**config.mk**
```make
export PLATFORM = sky130hd
export DESIGN_NAME = ras_commit_repair
export DESIGN_NICKNAME = d
export VERILOG_FILES = /design/src/rtl/ras_commit_repair.sv
export SDC_FILE = /design/constraint.sdc
export NUM_CORES = 1
export LEC_CHECK = 0
export ABC_AREA = 1
export CAP_MARGIN = 20
export CORE_ASPECT_RATIO = 1.75
export CORE_MARGIN = 4
export CORE_UTILIZATION = 45
export DETAILED_ROUTE_END_ITERATION = 8
export PLACE_DENSITY = 0.7
export SETUP_SLACK_MARGIN = 0.4
export SLEW_MARGIN = 10
export SYNTH_ARGS = -nofsm -noshare
export SYNTH_HDL_FRONTEND = slang
export SYNTH_SLANG_ARGS = --single-unit
```
**constraint.sdc**
```tcl
create_clock -name clk -period 4.03 [get_ports clk]
set_clock_uncertainty 0.05 [all_clocks]
set_input_delay 1.209 -clock clk [delete_from_list [all_inputs] [get_ports clk]]
set_output_delay 1.209 -clock clk [all_outputs]
set_load 0.02 [all_outputs]
```
**src/rtl/ras_commit_repair.sv**
```systemverilog
// ras_commit_repair: commit-side architectural return address stack with speculative RAS repair
//   Tracks retired calls/returns in a circular stack. On flush_i it pulses rs_clr_o to reset the
//   speculative RAS, then replays the architectural entries oldest first as valid/ready pushes.
//   Ports:
//     clk, rst_n                        clock, synchronous active-low reset
//     cmt_call_i, cmt_ret_i             retiring call (push) / return (pop)
//     cmt_target_i [29:0]               return address [31:2] of the retiring call
//     flush_i                           backend redirect, starts a restore
//     rs_clr_o                          one-cycle clear of the speculative RAS
//     rs_push_o, rs_target_o, rs_ready_i  restore push handshake and data
//     busy_o                            restore in progress
//     cmt_top_o, cmt_cnt_o              architectural top (0 when empty) and entry count
module ras_commit_repair #(
    parameter int STACK_DEPTH = 8
) (
    input  logic                             clk,
    input  logic                             rst_n,
    input  logic                             cmt_call_i,
    input  logic                             cmt_ret_i,
    input  logic [29:0]                      cmt_target_i,
    input  logic                             flush_i,
    output logic                             rs_clr_o,
    output logic                             rs_push_o,
    output logic [29:0]                      rs_target_o,
    input  logic                             rs_ready_i,
    output logic                             busy_o,
    output logic [29:0]                      cmt_top_o,
    output logic [$clog2(STACK_DEPTH+1)-1:0] cmt_cnt_o
);
    localparam int AW = $clog2(STACK_DEPTH);
    localparam int CW = $clog2(STACK_DEPTH+1);
    localparam logic [AW-1:0] ONE_A = 1;
    localparam logic [CW-1:0] ONE_C = 1;
    localparam logic [CW-1:0] FULL = CW'(STACK_DEPTH);
    localparam logic [1:0] IDLE = 2'd0;
    localparam logic [1:0] CLEAR = 2'd1;
    localparam logic [1:0] REPLAY = 2'd2;

    logic [29:0]   mem_q [STACK_DEPTH];
    logic [1:0]    state_q, state_d;
    logic [AW-1:0] head_q, head_d, rptr_q, rptr_d, waddr;
    logic [CW-1:0] cnt_q, cnt_d, rcnt_q, rcnt_d;
    logic          we;

    always_comb begin
        head_d  = head_q;
        cnt_d   = cnt_q;
        we      = 1'b0;
        waddr   = head_q;
        state_d = state_q;
        rcnt_d  = rcnt_q;
        rptr_d  = rptr_q;
        // Commit events are only seen while idle; commit is stalled during a restore.
        if (state_q == IDLE) begin
            if (cmt_call_i && cmt_ret_i && cnt_q != '0) begin
                we    = 1'b1;
                waddr = head_q - ONE_A;
            end else if (cmt_call_i) begin
                we     = 1'b1;
                head_d = head_q + ONE_A;
                cnt_d  = (cnt_q == FULL) ? cnt_q : cnt_q + ONE_C;
            end else if (cmt_ret_i && cnt_q != '0) begin
                head_d = head_q - ONE_A;
                cnt_d  = cnt_q - ONE_C;
            end
        end
        if (state_q == CLEAR) state_d = (rcnt_q == '0) ? IDLE : REPLAY;
        if (state_q == REPLAY && rs_ready_i) begin
            rptr_d = rptr_q + ONE_A;
            rcnt_d = rcnt_q - ONE_C;
            if (rcnt_q == ONE_C) state_d = IDLE;
        end
        // A flush in any state restarts from a snapshot of the post-event stack.
        if (flush_i) begin
            state_d = CLEAR;
            rcnt_d  = cnt_d;
            rptr_d  = head_d - AW'(cnt_d);
        end
    end

    always_ff @(posedge clk) begin
        if (!rst_n) begin
            state_q <= IDLE;
            head_q  <= '0;
            cnt_q   <= '0;
            rcnt_q  <= '0;
            rptr_q  <= '0;
        end else begin
            state_q <= state_d;
            head_q  <= head_d;
            cnt_q   <= cnt_d;
            rcnt_q  <= rcnt_d;
            rptr_q  <= rptr_d;
        end
    end

    always_ff @(posedge clk) begin
        if (rst_n && we) mem_q[waddr] <= cmt_target_i;
    end

    assign rs_clr_o    = state_q == CLEAR;
    assign rs_push_o   = state_q == REPLAY;
    assign busy_o      = state_q != IDLE;
    assign rs_target_o = rs_push_o ? mem_q[rptr_q] : 30'd0;
    assign cmt_top_o   = (cnt_q != '0) ? mem_q[head_q - ONE_A] : 30'd0;
    assign cmt_cnt_o   = cnt_q;
endmodule

```
==> impl_metrics.env <==
export IMPL_synthCells=1311
export IMPL_yosys_top_cells_count="o21ai_0, edfxtp_1, a21oi_1"
export IMPL_maxSlewHeadroom_pct=58.9
export IMPL_criticalPathCategory="reg2out"
export IMPL_ys_async_sr_fraction_pct=0
export IMPL_ys_seq_area_share_pct=59.9
export IMPL_postRouteAntennaNets=0
export IMPL_path_clk_slew_ps=70
export IMPL_rrSetupSlack_ps=950
export IMPL_layout_min_cycle_time_ps=3640
export IMPL_avgViaCountPerCell=6.06
export IMPL_crit_chain="inv_8, ha_4, inv_12, buf_12, a21oi_1, o21ai_0, nand3_1, nand2_1, a31oi_2, buf_2"
export IMPL_setup_viol=0
export IMPL_finalHoldViolCount=0
export IMPL_setup_ws_ps=390
export IMPL_io_pins=103
export IMPL_syn_nets=1356
export IMPL_max_stage_delay_ps=380
export IMPL_die_height_um=230
export IMPL_netlist_area_sq_um=12700
export IMPL_place_area_sq_um=14500
export IMPL_cap_violations=0
export IMPL_cts_tree="yes"
export IMPL_synth_seq_cells=259
export IMPL_startpoint_type="flop"
export IMPL_row_count=81
export IMPL_start_util_pct=45.4
export IMPL_critPathArrivalTime_ps=2380
export IMPL_cp_end_kind="primary output"
export IMPL_syn_to_final_growth_pct=26.4
export IMPL_cts_made_buffers=25
export IMPL_synth_top_area_cell="edfxtp_1"
export IMPL_core_region_area_sq_um=27900
export IMPL_crit_family="buffers and inverters"
export IMPL_synth_top_flop_cell="edfxtp_1"
export IMPL_clockBufferDepth=3
export IMPL_stdcell_area_sq_um=16000
export IMPL_dp_worst_setup_slack_ps=155
export IMPL_worst_path_max_fanout=13
export IMPL_n_fill_cell=2286
export IMPL_vdd_drop_max_v=0.000391
export IMPL_drtIter0Drc=1177
export IMPL_wl_um=41000
export IMPL_grt_usage_pct=25.6
export IMPL_die_x_um=135
export IMPL_slew_viol_final=0
export IMPL_synth_top_area_share_pct=56.9
export IMPL_grt_pass1_vias=10700
export IMPL_hpwlAfterDp_um=22200
export IMPL_critPathBufInv=4
export IMPL_drive_above_1_share_pct=17.1
export IMPL_max_slew_worst_pin_slew_ps=617
export IMPL_fin_nets=1475
export IMPL_synth_edff_count=240
export IMPL_final_core_util_pct=57.4
export IMPL_drc=0
export IMPL_grt_max_degree=103
export IMPL_wl_per_cell_um=22.5
export IMPL_via_count=11000
export IMPL_p_leak_uw=0.00574
export IMPL_grt_pass1_wl_um=61000
export IMPL_first_pass_iters=6
export IMPL_finalSetupTns_ps=0
export IMPL_dieArea_sq_um=31000
export IMPL_insertion_delay_ps=550
export IMPL_slowest_stage="dfxtp_4"
export IMPL_synth_area_leaders="edfxtp_1, o21ai_0, a21oi_1, inv_1, nor2_1"
export IMPL_antenna_found_initial=2
export IMPL_ys_types=37
export IMPL_htreeDepth=1
export IMPL_gp_congestion=0.853
export IMPL_rsz0062_at_grt="yes"
export IMPL_worstPathRequired_ps=2770
export IMPL_cts_num_sinks=259
export IMPL_fin_crit_sh_pct=90.3
export IMPL_whs_ps=447
export IMPL_portBuffers=102
export IMPL_cts_root_buf="clkbuf_16"
export IMPL_synth_most_common_cell="o21ai_0"
export IMPL_status="finished clean"
export IMPL_min_delay_path_class="reg2reg"
export IMPL_max_freq_mhz=275
export IMPL_yosys_warnings=0
export IMPL_avgSynthCellArea_sq_um=9.66
export IMPL_power_density_nw_per_um2=610
export IMPL_grt_overflow=0
==> cell usage in the layout, fill, tap and decap left out, types with 5 or more instances in the layout <==
cell type / count
o211ai_1: 33
buf_6: 15
dfxtp_1: 15
clkbuf_16: 26
a31oi_1: 34
o21ai_0: 252
nor2_4: 10
o21ai_1: 29
ha_1: 6
nor2_1: 106
clkinv_1: 8
a31oi_4: 5
dlygate4sd2_1: 14
a21oi_2: 14
buf_12: 22
edfxtp_1: 240
nand3_1: 44
buf_4: 68
clkbuf_2: 11
inv_1: 117
buf_16: 6
a31oi_2: 22
a21oi_1: 144
nand2_1: 96
clkdlybuf4s50_1: 42
clkbuf_1: 5
==> path summary, 6_finish.rpt <==
| kind | from | end | cells past startpoint |
|---|---|---|---|
| setup / recovery | head_q[0] | cmt_top_o[13] | 10 |
| hold / removal | rptr_q[1] | flop | 2 |
| setup reg to reg | cmt_cnt_o[0] | rptr_q[2] | 17 |
| hold reg to reg | rptr_q[1] | flop | 2 |
==> per-layer routing <==
| layer | part of all wire, % | GRT usage (%) | vias up |
|---|---|---|---|
| li1 | - | - | 4936 |
| met5 | 0.032 | 0 | - |
| met1 | 35 | 30.5 | 5344 |
| met4 | 4.5 | 14.3 | 2 |
| met2 | 52 | 43.8 | 636 |
| met3 | 8.4 | 3.83 | 130 |
==> what timing repair did <==
action / in CTS / in global routing
resized for setup: 222 / 130
buffers inserted: 12 / 5
endpoints found under the setup margin: 61 / 52
cloned: 7 / 1
hold buffers: 0 / 0
pin swaps: 6 / 10
==> registers in the layout (all words and copies together) (netlist names), named ones only <==
name,flops
mem_q,240
cmt_cnt_o,4
rcnt_q,4
head_q,3
rptr_q,3
state_q,2
==> report_power, final <==
group          total (uW)  internal, uW  switching, uW
Sequential           3140          3060           78.2
Clock                2350          1330           1020
Combinational        4280          1620           2660
Total                9770          6010           3760
==> worst min-delay path, delay by kind of cell (launching register included) <==
family / cells / cell delay, ps
and+or+nand+nor: 1 / 60
AOI/OAI and AO/OA: 1 / 80
DFF: 1 / 310
==> stage by stage <==
stage	std cells	total power, uW
after detailed placement	1750	6630
after CTS	1815	9350
after global routing	1823	10200
final	1823	9770
after floorplan	1311	5210
after global placement	1750	6580
==> layout make-up <==
type	count	area (sq um)	share of cell area, %
Antenna cell	1	2.50	0.0156
Sequential cell	259	7600	47.5
Clock inverter	16	154	0.962
Inverter	127	503	3.14
Tap cell	373	467	2.92
Multi-Input combinational cell	828	4600	28.7
Timing Repair Buffer	188	2030	12.7
Timing Repair inverter	1	8.76	0.0547
Clock buffer	30	644	4.03
==> logic make-up after synthesis <==
| family | Yosys count | synth area share (%) |
|---|---|---|
| DFF | 259 | 59.9 |
| and+or+nand+nor | 271 | 8.88 |
| xor gates and xnor gates | 7 | 0.543 |
| AOI/OAI and AO/OA | 540 | 22.8 |
| buffers and inverters | 225 | 6.92 |
| adders and majority gates | 9 | 0.948 |
Note: power is estimated with default switching activity, not from simulation.
